--- src/rtl/obstacle_lane_engine_pkg.sv ---
// Shared types and helpers for the dino-game obstacle lane engine.
// Holds the game-state encoding, video geometry and the LFSR step function.
package obstacle_lane_engine_pkg;

    typedef enum logic [1:0] {
        ST_IDLE = 2'd0,
        ST_RUN  = 2'd1,
        ST_OVER = 2'd2
    } game_state_e;

    localparam int unsigned VIDEO_WIDTH    = 640;
    localparam int unsigned VIDEO_HEIGHT   = 480;
    localparam int unsigned GROUND_DEFAULT = 335;

    // Fibonacci form of x^16 + x^14 + x^13 + x^11, shifting towards the MSB.
    function automatic logic [15:0] lfsr16_step(input logic [15:0] s);
        return {s[14:0], s[15] ^ s[13] ^ s[12] ^ s[10]};
    endfunction

endpackage

--- src/rtl/obstacle_lane_engine_lfsr16.sv ---
// 16-bit maximal-length LFSR that steps once per enable pulse.
// Only the low OUT_W bits are exported; they set the random part of the spawn gap.
module lfsr16
    import obstacle_lane_engine_pkg::*;
#(
    parameter logic [15:0] SEED  = 16'hACE1,
    parameter int unsigned OUT_W = 6
) (
    input  logic             clk,
    input  logic             reset,
    input  logic             en,
    output logic [OUT_W-1:0] state_lo
);

    logic [15:0] state_q;
    logic [15:0] state_d;

    // NOTE: every always_comb output gets a default first so no path can infer a latch.
    always_comb begin
        state_d = state_q;
        if (en) begin
            state_d = lfsr16_step(state_q);
        end
    end

    // NOTE: sequential state uses non-blocking assignments only, so all flops update together.
    always_ff @(posedge clk or posedge reset) begin
        if (reset) begin
            state_q <= SEED;
        end else begin
            state_q <= state_d;
        end
    end

    assign state_lo = state_q[OUT_W-1:0];

endmodule

--- src/rtl/obstacle_lane_engine.sv ---
// Obstacle/game-state engine for the VGA dino game: scrolling obstacle slots, spawning,
// speed/score progression, IDLE/RUN/OVER FSM and pixel-exact collision against the dino sprite.
module obstacle_lane_engine
    import obstacle_lane_engine_pkg::*;
#(
    parameter int unsigned NUM_OBS    = 3,
    parameter int unsigned OBS_W      = 49,
    parameter int unsigned OBS_H      = 80,
    parameter int unsigned GROUND     = GROUND_DEFAULT,
    parameter int unsigned SPAWN_X    = 560,
    parameter int unsigned MIN_GAP    = 40,
    parameter int unsigned SPEED_INIT = 1,
    parameter int unsigned SPEED_MAX  = 6,
    parameter int unsigned SPEED_STEP = 600,
    parameter int unsigned SCORE_DIV  = 6,
    parameter logic [15:0] LFSR_SEED  = 16'hACE1
) (
    input  logic               clk,
    input  logic               reset,
    input  logic               frame_tick,
    input  logic               start,
    input  logic [9:0]         x,
    input  logic [8:0]         y,
    input  logic               pix_valid,
    output logic [12:0]        obs_addr,
    input  logic               obs_sprite_bit,
    input  logic               dino_opaque,
    output logic               obs_pix,
    output logic [1:0]         game_state,
    output logic               game_over,
    output logic [15:0]        score,
    output logic [2:0]         speed,
    output logic [NUM_OBS-1:0] obs_active
);

    localparam logic [10:0] OBS_TOP  = 11'(GROUND - OBS_H);
    localparam logic [10:0] GROUND_Y = 11'(GROUND);
    localparam logic [10:0] OBS_W11  = 11'(OBS_W);
    localparam int unsigned GAP_W    = $clog2(MIN_GAP + 64);
    localparam int unsigned SDIV_W   = $clog2(SCORE_DIV + 1);
    localparam int unsigned SSTEP_W  = $clog2(SPEED_STEP + 1);

    game_state_e        state_q, state_d;
    logic               coll_q, coll_d, coll_hit;
    logic               start_q;
    logic               box_q, pix_valid_q;
    logic [GAP_W-1:0]   spawn_cnt_q, spawn_cnt_d;
    logic [15:0]        score_q, score_d;
    logic [2:0]         speed_q, speed_d;
    logic [SDIV_W-1:0]  sdiv_q, sdiv_d;
    logic [SSTEP_W-1:0] sstep_q, sstep_d;

    logic               clear_run, frame_run;
    logic               spawn_due, spawn_go;
    logic [NUM_OBS-1:0] spawn_sel;
    logic               spawn_found;
    logic [NUM_OBS-1:0] active_q;
    logic [9:0]         obs_x [NUM_OBS];
    logic [5:0]         lfsr_lo;

    logic [10:0]        x11, y11, win_x;
    logic               hit_any, y_in_band;

    lfsr16 #(.SEED(LFSR_SEED), .OUT_W(6)) u_lfsr (
        .clk      (clk),
        .reset    (reset),
        .en       (frame_tick),
        .state_lo (lfsr_lo)
    );

    // A collision on the same clock as frame_tick suppresses that frame's update.
    assign coll_hit  = (state_q == ST_RUN) && pix_valid_q && obs_pix && dino_opaque;
    assign frame_run = frame_tick && (state_q == ST_RUN) && !coll_hit;

    always_comb begin
        state_d   = state_q;
        clear_run = 1'b0;
        coll_d    = coll_q | coll_hit;
        case (state_q)
            ST_IDLE: if (start) begin
                state_d   = ST_RUN;
                clear_run = 1'b1;
                coll_d    = 1'b0;
            end
            ST_RUN:  if (coll_d) state_d = ST_OVER;
            ST_OVER: if (start && !start_q) state_d = ST_IDLE;
            default: state_d = ST_IDLE;
        endcase
    end

    // Lowest-index free slot, judged on occupancy before this frame's motion.
    always_comb begin
        spawn_sel   = '0;
        spawn_found = 1'b0;
        for (int i = 0; i < NUM_OBS; i++) begin
            if (!active_q[i] && !spawn_found) begin
                spawn_sel[i] = 1'b1;
                spawn_found  = 1'b1;
            end
        end
    end

    assign spawn_due = (spawn_cnt_q <= GAP_W'(1));
    assign spawn_go  = frame_run && spawn_due && spawn_found;

    always_comb begin
        spawn_cnt_d = spawn_cnt_q;
        score_d     = score_q;
        speed_d     = speed_q;
        sdiv_d      = sdiv_q;
        sstep_d     = sstep_q;
        if (clear_run) begin
            spawn_cnt_d = GAP_W'(MIN_GAP);
            score_d     = '0;
            speed_d     = 3'(SPEED_INIT);
            sdiv_d      = '0;
            sstep_d     = '0;
        end else if (frame_run) begin
            if (!spawn_due)       spawn_cnt_d = spawn_cnt_q - GAP_W'(1);
            else if (spawn_found) spawn_cnt_d = GAP_W'(MIN_GAP) + GAP_W'(lfsr_lo);
            else                  spawn_cnt_d = '0;

            if (sdiv_q == SDIV_W'(SCORE_DIV - 1)) begin
                sdiv_d = '0;
                if (score_q != 16'hFFFF) score_d = score_q + 16'd1;
            end else begin
                sdiv_d = sdiv_q + SDIV_W'(1);
            end

            if (sstep_q == SSTEP_W'(SPEED_STEP - 1)) begin
                sstep_d = '0;
                if (speed_q < 3'(SPEED_MAX)) speed_d = speed_q + 3'd1;
            end else begin
                sstep_d = sstep_q + SSTEP_W'(1);
            end
        end
    end

    for (genvar i = 0; i < NUM_OBS; i++) begin : g_slot
        logic       act_q, act_d;
        logic [9:0] x_q, x_d;

        // Leaving the screen when x < speed retires the slot instead of wrapping x.
        always_comb begin
            act_d = act_q;
            x_d   = x_q;
            if (clear_run) begin
                act_d = 1'b0;
                x_d   = '0;
            end else if (frame_run) begin
                if (act_q) begin
                    if (x_q < 10'(speed_q)) act_d = 1'b0;
                    else                    x_d   = x_q - 10'(speed_q);
                end else if (spawn_go && spawn_sel[i]) begin
                    act_d = 1'b1;
                    x_d   = 10'(SPAWN_X);
                end
            end
        end

        // NOTE: slot registers are a handful of flops, not a RAM, so they take the async reset.
        always_ff @(posedge clk or posedge reset) begin
            if (reset) begin
                act_q <= 1'b0;
                x_q   <= '0;
            end else begin
                act_q <= act_d;
                x_q   <= x_d;
            end
        end

        assign active_q[i] = act_q;
        assign obs_x[i]    = x_q;
    end

    assign x11       = {1'b0, x};
    assign y11       = {2'b0, y};
    assign y_in_band = (y11 >= OBS_TOP) && (y11 < GROUND_Y);

    always_comb begin
        hit_any = 1'b0;
        win_x   = '0;
        for (int i = 0; i < NUM_OBS; i++) begin
            if (!hit_any && active_q[i] && y_in_band &&
                x11 >= {1'b0, obs_x[i]} && x11 < ({1'b0, obs_x[i]} + OBS_W11)) begin
                hit_any = 1'b1;
                win_x   = {1'b0, obs_x[i]};
            end
        end
    end

    assign obs_addr = hit_any ? (13'(y11 - OBS_TOP) * 13'(OBS_W) + 13'(x11 - win_x)) : 13'd0;

    always_ff @(posedge clk or posedge reset) begin
        if (reset) begin
            state_q     <= ST_IDLE;
            coll_q      <= 1'b0;
            start_q     <= 1'b0;
            box_q       <= 1'b0;
            pix_valid_q <= 1'b0;
            spawn_cnt_q <= GAP_W'(MIN_GAP);
            score_q     <= '0;
            speed_q     <= 3'(SPEED_INIT);
            sdiv_q      <= '0;
            sstep_q     <= '0;
        end else begin
            state_q     <= state_d;
            coll_q      <= coll_d;
            start_q     <= start;
            box_q       <= hit_any;
            pix_valid_q <= pix_valid;
            spawn_cnt_q <= spawn_cnt_d;
            score_q     <= score_d;
            speed_q     <= speed_d;
            sdiv_q      <= sdiv_d;
            sstep_q     <= sstep_d;
        end
    end

    // Box flag is delayed one clk to line up with the sprite ROM read data.
    assign obs_pix    = box_q & obs_sprite_bit;
    assign game_state = state_q;
    assign game_over  = (state_q == ST_OVER);
    assign score      = score_q;
    assign speed      = speed_q;
    assign obs_active = active_q;

endmodule

--- config.mk ---
export PLATFORM = sky130hd
export DESIGN_NAME = obstacle_lane_engine
export DESIGN_NICKNAME = d
export VERILOG_FILES = /design/src/rtl/obstacle_lane_engine_pkg.sv /design/src/rtl/obstacle_lane_engine_lfsr16.sv /design/src/rtl/obstacle_lane_engine.sv
export SDC_FILE = /design/constraint.sdc
export NUM_CORES = 1
export LEC_CHECK = 0
export BUFFER_PORTS_ARGS = -buffer_cell sky130_fd_sc_hd__buf_2
export CORE_ASPECT_RATIO = 0.6
export CORE_MARGIN = 2
export CORE_UTILIZATION = 55
export DETAILED_ROUTE_END_ITERATION = 8
export MAX_ROUTING_LAYER = met4
export PLACE_DENSITY = 0.77
export SETUP_SLACK_MARGIN = 0.2
export SYNTH_ARGS = -nofsm -noshare
export SYNTH_HDL_FRONTEND = slang
export SYNTH_HIERARCHICAL = 1
export SYNTH_SLANG_ARGS = --single-unit
--- constraint.sdc ---
create_clock -name clk -period 7.6 [get_ports clk]
set_clock_uncertainty 0.1 [all_clocks]
set_input_delay 0.76 -clock clk [delete_from_list [all_inputs] [get_ports clk]]
set_output_delay 0.76 -clock clk [all_outputs]
set_load 0.02 [all_outputs]
# Yosys cells after proc, flatten, opt, wreduce, memory -nomap -nowiden
# Cells that the tools add are included.
[totals] reg_bits=94 wordCells=177
[classes] n_reduce_logical=47 order_cmp=13 addsub=15 eq_ne=11 bitwise=5 muxes=68 n_mul=1
[ops] cell="$mux W10" count=19
[ops] cell="$mux W16" count=4
[ops] cell="$add A10 B6 Y11 const B" count=3
[ops] cell="$lt A10 B11 Y1" count=3
[ops] cell="$ge A10 B10 Y1" count=3
[ops] cell="$lt A10 B3 Y1" count=3
[ops] cell="$sub A10 B3 Y10" count=3
[ops] cell="$mux W7" count=4
[ops] cell="$mux W1" count=27
[ops] cell="$logic_and A1 B1 Y1" count=25
[ops] cell="$mux W11" count=2
[ops] cell="$mux W3" count=7
[ops] cell="$reduce_and A3 Y1" count=6
[ops] cell="$add A16 B1 Y16 const B" count=1
[ops] cell="$ne A16 B16 Y1 const B" count=1
[ops] cell="$add A13 B13 Y13" count=1
[ops] cell="$mul A10 B7 Y13 const B" count=1
[ops] cell="$mux W13" count=1
[ops] cell="$sub A10 B11 Y12" count=1
[ops] cell="$add A10 B1 Y10 const B" count=1
[ops] cell="$eq A10 B10 Y1 const B" count=1
[ops] cell="$reduce_bool A2 Y1" count=5
[ops] cell="$sub A9 B8 Y10 const B" count=1
[ops] cell="$ge A9 B8 Y1 const B" count=1
[ops] cell="20 further kinds" count=36

# Longest topological paths before layout
# Gate-level depths: netlist of run 1.
[depth] word_depth=21 ltp_mapped=33 mapped_depth_nobuf=32

# Hierarchy
# Netlist of run 1, hierarchy kept.
[by_module_without_submodules] mod="obstacle_lane_engine" n_inst=1 area_per_inst_um2=8172.8 cells_each=962
[by_module_without_submodules] mod="lfsr16" n_inst=1 area_per_inst_um2=724.4 cells_each=45

# Worst setup path after synthesis of run 1
# OpenSTA, ideal clock, no wires.
[synth_timing] kind="in2out" start="input port x[0]" end="output port obs_addr[11]" path_slack_ns=-0.044 arrival_time_ns=6.784 stages=29 t_required_ns=6.740 cell_sequence="inv_1 ha_1 nand2_1 a21oi_1 nor4b_1 a2111o_1 a311o_1 o21a_1 a31o_2 ha_1 fa_1 nor2b_1 o21ai_0 nand2b_1 a21o_1 a21oi_1 o21a_1 xnor2_1 ha_1 fa_1 inv_1 fa_1 inv_1 ha_1 or2_2 o31a_1 o41ai_1 mux2i_1 a2bb2oi_1"
[synth_via] elab_chain_cells=19
[synth_lines] item="start: declaration" line_no="obstacle_lane_engine.sv:22" rtl="input logic [9:0] x,"
[synth_lines] item="$ge A10 B10 Y1" line_no="obstacle_lane_engine.sv:185" rtl="x11 >= {1'b0, obs_x[i]} && x11 < ({1'b0, obs_x[i]} + OBS_W11)) begin"
[synth_lines] item="$logic_and A1 B1 Y1" line_no="obstacle_lane_engine.sv:184" rtl="if (!hit_any && active_q[i] && y_in_band &&"
[synth_lines] item="$logic_and A1 B1 Y1" line_no="obstacle_lane_engine.sv:185"
[synth_lines] item="$mux W1" line_no="obstacle_lane_engine.sv:184"
[synth_lines] item="$logic_not A1 Y1" line_no="obstacle_lane_engine.sv:184"
[synth_lines] item="$logic_and A1 B1 Y1 (3 in series)" line_no="obstacle_lane_engine.sv:184"
[synth_lines] item="$logic_and A1 B1 Y1" line_no="obstacle_lane_engine.sv:185"
[synth_lines] item="$mux W1" line_no="obstacle_lane_engine.sv:184"
[synth_lines] item="$logic_not A1 Y1" line_no="obstacle_lane_engine.sv:184"
[synth_lines] item="$logic_and A1 B1 Y1 (3 in series)" line_no="obstacle_lane_engine.sv:184"
[synth_lines] item="$logic_and A1 B1 Y1" line_no="obstacle_lane_engine.sv:185"
[synth_lines] item="$mux W11" line_no="obstacle_lane_engine.sv:184"
[synth_lines] item="$sub A10 B11 Y12" line_no="obstacle_lane_engine.sv:192" rtl="assign obs_addr = hit_any ? (13'(y11 - OBS_TOP) * 13'(OBS_W) + 13'(x11 - win_x)) : 13'd0;"
[synth_lines] item="$add A13 B13 Y13" line_no="obstacle_lane_engine.sv:192"
[synth_lines] item="$mux W13 *" line_no="obstacle_lane_engine.sv:192"
[synth_lines] item="end: declaration" line_no="obstacle_lane_engine.sv:25" rtl="output logic [12:0] obs_addr,"
# Every way passes the cells marked *; elsewhere a longest branch is shown, timed or not.

# Worst setup path in the final report of run 1
[layout_timing] start="register g_slot[0].x_q[1]" end="output port obs_addr[12]"
[layout_via] elab_chain_cells=19
[layout_lines] item="start: declaration" line_no="obstacle_lane_engine.sv:141" rtl="logic [9:0] x_q, x_d;"
[layout_lines] item="start signal: assignment" line_no="obstacle_lane_engine.sv:165" rtl="x_q <= '0;"
[layout_lines] item="start signal: assignment" line_no="obstacle_lane_engine.sv:168" rtl="x_q <= x_d;"
[layout_lines] item="$add A10 B6 Y11 or $ge A10 B10 Y1 (tied branches)" line_no="obstacle_lane_engine.sv:185"
[layout_lines] item="$lt A10 B11 Y1 or $logic_and A1 B1 Y1 (tied branches)" line_no="obstacle_lane_engine.sv:185, obstacle_lane_engine.sv:184"
[layout_lines] item="$logic_and A1 B1 Y1" line_no="obstacle_lane_engine.sv:185"
[layout_lines] item="$mux W1" line_no="obstacle_lane_engine.sv:184"
[layout_lines] item="$logic_not A1 Y1" line_no="obstacle_lane_engine.sv:184"
[layout_lines] item="$logic_and A1 B1 Y1 (3 in series)" line_no="obstacle_lane_engine.sv:184"
[layout_lines] item="$logic_and A1 B1 Y1" line_no="obstacle_lane_engine.sv:185"
[layout_lines] item="$mux W1" line_no="obstacle_lane_engine.sv:184"
[layout_lines] item="$logic_not A1 Y1" line_no="obstacle_lane_engine.sv:184"
[layout_lines] item="$logic_and A1 B1 Y1 (3 in series)" line_no="obstacle_lane_engine.sv:184"
[layout_lines] item="$logic_and A1 B1 Y1" line_no="obstacle_lane_engine.sv:185"
[layout_lines] item="$mux W11" line_no="obstacle_lane_engine.sv:184"
[layout_lines] item="$sub A10 B11 Y12" line_no="obstacle_lane_engine.sv:192"
[layout_lines] item="$add A13 B13 Y13" line_no="obstacle_lane_engine.sv:192"
[layout_lines] item="$mux W13 *" line_no="obstacle_lane_engine.sv:192"
# Marked as above.

==> impl_metrics.json, run 1 <==
{
  "status": "complete, but fails checks",
  "violations": "negative setup slack",
  "slowest_stage": "fa_1",
  "grt.total_usage_pct": 30.1,
  "layout_common_cells": "119 x ha_1, 99 x buf_4, 84 x inv_1",
  "synthCells": 1007,
  "fin_area_um2": 10800,
  "place_area_um2": 9890,
  "fmax_ghz": 0.126,
  "critPathBufInv": 6,
  "dpl.cell_count": 1311,
  "cts_buffers": 9,
  "cp_common_cell": "a21oi_2",
  "setup_slack_ns": -0.363,
  "final_cell_count_no_fill": 1349,
  "synth_cell_type_count": 73,
  "rrSetupSlack_ns": 3.94,
  "clkLatencyLatePin_ns": 0.34,
  "tightest_slew_ns": 1.36,
  "first_pass_iters": 8,
  "start_util_pct": 57.1,
  "dp_hpwl_um": 19200,
  "areaGrowthSynthToFinish_pct": 21.7,
  "die_area_um2": 17200,
  "max_slew_margin_pct": 9.23,
  "syn_area_um2": 8900,
  "synthFlopType": "dfrtp_1",
  "drt_iter0_markers": 835,
  "leakage_nw": 4.94,
  "wl_per_cell_um": 18.7,
  "grt_pass1_vias": 7524,
  "start_kind": "flip-flop",
  "synth_area_leaders": "dfrtp_1 23%, ha_1 18%, xnor2_1 5.2%",
  "layout.nets": 1315,
  "synth_top_cell_by_area": "dfrtp_1",
  "final_common_cell": "ha_1",
  "post-place-ws_ns": -0.511,
  "power_density_nw_per_um2": 288,
  "endpoint_kind": "output port",
  "num_vias": 8162,
  "place_congestion": 0.989,
  "post-route-min-period_ns": 7.96,
  "grt_max_degree": 79,
  "rows": 35,
  "ys_ff_latch": 94,
  "rsz0062_at_grt": "true",
  "tns_ns": -1.40,
  "drv_slew": 0,
  "numClockSinks": 94,
  "worstPathArrival_ns": 7.10,
  "drc": 0,
  "die_x_um": 168,
  "setup_viol": 5,
  "antenna_found_initial": 0,
  "drt_wl_total_um": 25200,
  "critPathRequiredTime_ns": 6.74,
  "synth_edf_count": 0,
  "grt_pass1_wl_um": 39700,
  "root_buffer": "clkbuf_16",
  "crit_family": "compound AO/OA/AOI/OAI gates",
  "die_h_um": 103,
  "antennaDiodeCount": 0,
  "period_share_pct": 105,
  "vias_per_cell": 6.05,
  "portBuffers": 64,
  "whs_ns": 0.398,
  "clock_path_buffers": 2,
  "yosysSeqAreaShare_pct": 26.6,
  "cts_tree": "done",
  "cts.clk_slew.worst_paths_ns": 0.06,
  "min_path_type": "reg2reg",
  "grt_overflow": 0,
  "ir_drop_uv": 158,
  "drv_cap": 0,
  "critPathKind": "reg2out",
  "cp_max_fo": 4,
  "drive_gt1_share_pct": 24.6,
  "io_pins": 65,
  "avgSynthCellArea_um2": 8.84,
  "htree_num_levels": 3,
  "hold_viol_final": 0,
  "antenna_left": 0,
  "yosys_warnings": 6,
  "critPathMaxStageDelay_ns": 0.50,
  "async_flop_share_pct": 100,
  "synth_top_area_share_pct": 23.3,
  "coreArea_um2": 15600,
  "syn-num-nets": 1181
}
[tightest hold or removal path, stage by stage (launching register included)]
cell and delay, ns:
dfstp_2 0.37, nor2_1 0.07, a21oi_1 0.05
[cell families after synthesis]
group           count (synthesis)  synth area share (%)
flops                          94                  26.6
buf+inv                       133                  6.51
xor+xnor                       82                  8.07
compound gates                237                  17.6
mux                            18                  2.57
simple gates                  295                  16.4
fa+ha+maj                     148                  22.2
[layer usage]
metal  up-vias  track usage, %  part of all wire [%]
met2       338            41.1                    41
met1      3924            45.3                    48
met5         -               -                     0
met4         0            2.52                  0.32
li1       3886               -                     -
met3        14            8.83                    11
[worst paths after layout]
check,from,endpoint,cells after the start
worst min register to register,u_lfsr/state_q[0]$_DFFE_PP1P_,u_lfsr/state_q[0]$_DFFE_PP1P_,2
min in group asynchronous,reset,u_lfsr/state_q[8]$_DFFE_PP0P_,2
worst max register to register,g_slot[0].x_q[0]$_DFFE_PP0P_,g_slot[0].x_q[3]$_DFFE_PP0P_,13
max in group asynchronous,reset,g_slot[0].x_q[3]$_DFFE_PP0P_,3
worst max-delay path,g_slot[0].x_q[1]$_DFFE_PP0P_,obs_addr[12],33
worst min-delay path,u_lfsr/state_q[0]$_DFFE_PP1P_,u_lfsr/state_q[0]$_DFFE_PP1P_,2
[sequential cells by signal, summed over array words and instances (netlist names), 2 cells and up]
signal          cells
score              16
spawn_cnt_q         7
u_lfsr/state_q     16
game_state          2
sdiv_q              3
sstep_q            10
g_slot.act_q        3
g_slot.x_q         30
speed               3
[power breakdown]
group          internal (mW)  switching (mW)  total, mW  leakage (nW)
clock network          0.242           0.197      0.439         0.138
registers              0.641           0.138      0.779          1.23
logic                  0.884            1.02       1.90          3.58
total                   1.77            1.35       3.12          4.94
[timing repair]
item / in CTS / in global routing
buffers inserted: 6 / 16
pin swaps: 32 / 51
hold buffers: 0 / 0
cloned: 0 / 0
resized for setup: 36 / 55
setup endpoints to repair: 7 / 7
[layout make-up]
cell class | instances | area, µm²
flip-flops and latches | 94 | 2370
clock buffers | 11 | 253
fillers | 1156 | 4770
inverters | 89 | 335
clock inverters | 5 | 41.3
multi-input cells | 780 | 6410
well taps | 203 | 254
repair buffers | 167 | 1160
[through the flow]
step           total power [mW]  utilization, %
2_1_floorplan              1.94               -
3_3_place_gp               2.36            63.4
3_5_place_dp               2.42            63.4
4_1_cts                    2.94            66.7
5_1_grt                    3.36            69.4
6_report                   3.12            69.4
[synthesized netlist by cell type (13+ instances only)]
master    instances
ha_1            131
inv_1            89
dfrtp_1          83
nand2_1          76
nor2_1           64
o21ai_0          58
xnor2_1          53
a21oi_1          49
nand3_1          41
xor2_1           29
nor3_1           27
clkbuf_1         23
nand4_1          21
fa_1             17
a21o_1           14
a31oi_1          14
a211oi_1         13
o31ai_1          13
No activity file was read; power rests on OpenSTA's default activity.
==> run 2, diff against run 1 <==
==> constraint.sdc (replaced) <==
create_clock -name clk -period 7.6 [get_ports clk]
set_clock_uncertainty 0.1 [all_clocks]
set_input_delay 0 -clock clk [delete_from_list [all_inputs] [get_ports clk]]
set_output_delay 0 -clock clk [all_outputs]
set_load 0.02 [all_outputs]
==> impl_metrics.json, run 2 (same netlist as run 1, synthesis figures left out) <==
{
  "slowest_stage": "fa_1",
  "worstRegToRegCells": 13,
  "top_layer_used": "met4",
  "place_congestion": 0.949,
  "hold_viol_final": 0,
  "clkLatencyLatePin_ns": 0.34,
  "setup_viol": 0,
  "met1Wirelength_um": 11400,
  "cts.clk_slew.worst_paths_ns": 0.06,
  "clock_path_buffers": 2,
  "numClockSinks": 94,
  "dpl.cell_count": 1240,
  "max_slew_margin_pct": 33.2,
  "cp_max_fo": 5,
  "portBuffers": 64,
  "critPathRequiredTime_ns": 7.50,
  "min_path_type": "in2reg",
  "reg2reg_from": "g_slot[0].x_q[0]$_DFFE_PP0P_",
  "status": "completed",
  "start_util_pct": 57.1,
  "fin_util_pct": 64.9,
  "ir_drop_uv": 155,
  "layout_common_cells": "124 x ha_1, 85 x inv_1, 76 x dfrtp_1",
  "endpoint_kind": "output port",
  "leakage_nw": 4.58,
  "cts_buffers": 9,
  "grt.total_usage_pct": 28.1,
  "antenna_left": 0,
  "layout.nets": 1244,
  "min_from": "frame_tick",
  "rows": 35,
  "drv_cap": 0,
  "first_pass_iters": 5,
  "antenna_found_initial": 0,
  "r2r-end": "g_slot[0].x_q[3]$_DFFE_PP0P_",
  "tns_ns": 0,
  "wl_met3_um": 2470,
  "drv_slew": 0,
  "drt_iter0_markers": 899,
  "die_x_um": 168,
  "post-route-min-period_ns": 7.23,
  "rsz0062_at_grt": "false",
  "holdPathEnd": "u_lfsr/state_q[0]$_DFFE_PP1P_",
  "start_kind": "flip-flop",
  "period_share_pct": 95.2,
  "grt_overflow": 0,
  "total_power_mw": 2.97,
  "die_h_um": 103,
  "vias_per_cell": 6.07,
  "grt_pass1_vias": 7217,
  "die_area_um2": 17200,
  "rrSetupSlack_ns": 3.98,
  "grt_max_degree": 74,
  "final_cell_count_no_fill": 1278,
  "critPathMaxStageDelay_ns": 0.49,
  "grt_pass1_wl_um": 37300,
  "drc": 0,
  "htree_num_levels": 3,
  "root_buffer": "clkbuf_16",
  "final_common_cell": "ha_1",
  "dp_hpwl_um": 17300,
  "cts_tree": "done",
  "io_pins": 65,
  "coreArea_um2": 15600,
  "power_density_nw_per_um2": 294,
  "dr_wl_met2_um": 9470,
  "drt_wl_total_um": 23500,
  "tightest_slew_ns": 1.00,
  "fmax_ghz": 0.138,
  "worst_hold_path.num_cells": 3,
  "wl_per_cell_um": 18.4,
  "worstPathArrival_ns": 7.13,
  "largest_register_ffs": 30,
  "antennaDiodeCount": 0,
  "top_register": "g_slot.x_q",
  "drive_gt1_share_pct": 17.4,
  "areaGrowthSynthToFinish_pct": 13.6,
  "critPathKind": "reg2out",
  "num_vias": 7759
}
## run 2: how the worst max path moves through the flow
| stage | cells after the start | slack (ns) | start | end |
|---|---|---|---|---|
| 2_1_floorplan | 32 | 0.74 | g_slot[2].x_q[1]$_DFFE_PP0P_ | obs_addr[11] |
| 3_5_place_dp | 30 | 0.26 | g_slot[1].x_q[1]$_DFFE_PP0P_ | obs_addr[11] |
| 5_1_grt | 33 | 0.08 | g_slot[0].x_q[0]$_DFFE_PP0P_ | obs_addr[12] |
| 3_3_place_gp | 33 | 0.54 | g_slot[0].x_q[1]$_DFFE_PP0P_ | obs_addr[11] |
| 4_1_cts | 32 | 0.20 | g_slot[1].x_q[1]$_DFFE_PP0P_ | obs_addr[11] |
| 6_report | 33 | 0.37 | g_slot[0].x_q[0]$_DFFE_PP0P_ | obs_addr[12] |
## run 2: area by class of cell
type,instances,area [µm²]
timing repair buffer,96,592
inverter,89,335
clock inverter,3,90.1
clock buffer,13,260
sequential,94,2370
tap,203,254
fill,1259,5480
multi-input combinational,780,6200
## run 2: report_power, final
part / internal (mW) / total, mW / switching (mW)
logic: 0.727 / 1.65 / 0.921
clock network: 0.340 / 0.523 / 0.183
registers: 0.642 / 0.804 / 0.162
## run 2: layer usage
layer	vias to the layer above	global-route usage, %
li1	3739	-
met1	3685	40.8
met2	312	39.0
met3	23	9.06
met4	0	3.85
met5	-	-
## run 2: stage by stage
| stage | worst slack, ns | area, µm² | hold slack (ns) |
|---|---|---|---|
| finish | 0.367 | 10100 | 0.0537 |
| floorplan | 0.742 | 8900 | -0.192 |
| global route | 0.0841 | 10100 | 0.117 |
| global placement | 0.538 | 9310 | -0.207 |
| detailed placement | 0.255 | 9310 | -0.206 |
| CTS | 0.196 | 9800 | 0.0430 |
## run 2: what timing repair did
| item | in CTS | in global routing |
|---|---|---|
| hold buffers | 4 | 0 |
| setup endpoints to repair | 4 | 6 |
| gates resized for setup | 18 | 47 |
| setup buffers | 5 | 13 |
| hold endpoints to repair | 35 | 0 |
| pin swaps | 6 | 27 |
## run 2: worst max-delay path: cells and delay by family, from the launching register on
family,cells,cell delay (ns)
flip-flops,1,0.42
AND/OR/NAND/NOR,4,0.62
buffers and inverters,5,0.55
XOR/XNOR,2,0.23
adder cells (fa/ha/maj),7,2.35
AO/OA/AOI/OAI,15,2.63
==> run 3, diff against run 2 <==
CORE_UTILIZATION = 28   (was 55)
PLACE_DENSITY = not set   (was 0.77)
==> impl_metrics.json, run 3 (same netlist as run 1, synthesis figures left out) <==
{
  "leakage_nw": 4.59,
  "tightest_slew_ns": 0.997,
  "cp_max_fo": 5,
  "dp_hpwl_um": 18600,
  "fin_util_pct": 33.3,
  "portBuffers": 64,
  "power_density_nw_per_um2": 277,
  "largest_register_ffs": 30,
  "fmax_ghz": 0.140,
  "num_vias": 7610,
  "drt_wl_total_um": 24300,
  "drc": 0,
  "critPathMaxStageDelay_ns": 0.54,
  "htree_num_levels": 3,
  "antenna_left": 0,
  "grt_pass1_wl_um": 38900,
  "post-route-min-period_ns": 7.16,
  "layout_common_cells": "125 x ha_1, 86 x inv_1, 78 x dfrtp_1",
  "ir_drop_uv": 151,
  "first_pass_iters": 5,
  "grt_pass1_vias": 7255,
  "root_buffer": "clkbuf_16",
  "clkLatencyLatePin_ns": 0.36,
  "areaGrowthSynthToFinish_pct": 16.7,
  "slowest_stage": "fa_1",
  "dpl.cell_count": 1453,
  "drv_cap": 0,
  "drv_slew": 0,
  "setup_viol": 0,
  "endpoint_kind": "output port",
  "fillerInstances": 3197,
  "status": "completed",
  "clock_path_buffers": 2,
  "cts.clk_slew.worst_paths_ns": 0.07,
  "cts_tree": "done",
  "rsz0062_at_grt": "true",
  "cp_common_cell": "ha_1",
  "coreArea_um2": 31200,
  "die_x_um": 234,
  "grt_overflow": 0,
  "drt_iter0_markers": 605,
  "min_path_type": "in2reg",
  "layout.nets": 1249,
  "final_common_cell": "ha_1",
  "period_share_pct": 94.2,
  "place_congestion": 0.903,
  "max_slew_margin_pct": 33.5,
  "die_h_um": 142,
  "tns_ns": 0,
  "final_cell_count_no_fill": 1496,
  "worstPathArrival_ns": 7.06,
  "antenna_found_initial": 0,
  "critPathBufInv": 4,
  "grt_max_degree": 74,
  "start_util_pct": 28.5,
  "hold_viol_final": 0,
  "total_power_mw": 2.87,
  "whs_ns": 0.0439,
  "top_register": "g_slot.x_q",
  "start_kind": "flip-flop",
  "rows": 50,
  "vias_per_cell": 5.09,
  "numClockSinks": 94,
  "io_pins": 65,
  "critPathRequiredTime_ns": 7.50,
  "die_area_um2": 33300,
  "crit_family": "compound AO/OA/AOI/OAI gates",
  "critPathKind": "reg2out",
  "drive_gt1_share_pct": 17.8,
  "grt.total_usage_pct": 15.1,
  "wl_per_cell_um": 16.3,
  "antennaDiodeCount": 0,
  "cts_buffers": 9
}
## run 3: changes by cell type in the layout (fill, tap and decap cells not counted), sizes merged
cell         change
dlygate4sd3      +1
inv              +3
clkbuf           -4
buf              +4
clkinv           +3
bufinv           -2
## run 3: final timing paths
path | slack (ns) | to | depth (start not counted) | from
setup / recovery | 0.44 | obs_addr[12] | 33 | g_slot[0].x_q[0]$_DFFE_PP0P_
hold / removal | 0.04 | u_lfsr/state_q[0]$_DFFE_PP1P_ | 3 | frame_tick
setup reg to reg | 3.83 | g_slot[0].x_q[5]$_DFFE_PP0P_ | 12 | g_slot[0].x_q[0]$_DFFE_PP0P_
hold reg to reg | 0.40 | u_lfsr/state_q[0]$_DFFE_PP1P_ | 2 | u_lfsr/state_q[0]$_DFFE_PP1P_
max in group asynchronous | 5.64 | g_slot[2].x_q[1]$_DFFE_PP0P_ | 5 | reset
min in group asynchronous | 0.17 | u_lfsr/state_q[1]$_DFFE_PP0P_ | 3 | reset
## run 3: layout make-up
cell class	instances	area [µm²]	share of cell area (%)
clock buffer	9	225	2.17
clock inverter	7	80.1	0.771
inverter	89	335	3.23
multi-input combinational	780	6210	59.8
sequential	94	2370	22.9
tap	416	520	5.01
timing repair buffer	101	634	6.11
## run 3: stage by stage
step / setup slack (ns) / cell area, µm²
floorplan: 0.742 / 8900
global placement: 0.523 / 9570
detailed placement: 0.317 / 9570
CTS: 0.213 / 10000
global route: 0.0909 / 10400
finish: 0.439 / 10400
## run 3: routing by layer
layer / wire length (µm) / vias up / global-route usage, % / share of wire, %
met5: 0 / - / - / 0
met4: 125 / 0 / 1.77 / 0.51
met3: 1650 / 12 / 3.99 / 6.8
met2: 10000 / 184 / 20.7 / 41
met1: 12500 / 3679 / 22.3 / 52
li1: - / 3735 / - / -
## run 3: worst register-to-register path: cells and delay by family (launching register included)
kind	cells	cell delay, ns
AOI/OAI and AO/OA	3	1.10
DFF	1	0.41
adders and majority gates	2	0.65
and+or+nand+nor	3	0.87
buffers and inverters	4	0.51
## run 3: what timing repair did
item	in CTS	in global routing
resized for setup	18	45
hold endpoints to repair	17	0
setup endpoints to repair	4	5
hold buffers	5	0
pin swaps	2	29
setup buffers	7	15
## run 3: power breakdown
group | switching [mW] | total [mW] | internal, mW
registers | 0.155 | 0.795 | 0.640
logic | 0.884 | 1.60 | 0.719
clock network | 0.215 | 0.475 | 0.261
total | 1.25 | 2.87 | 1.62
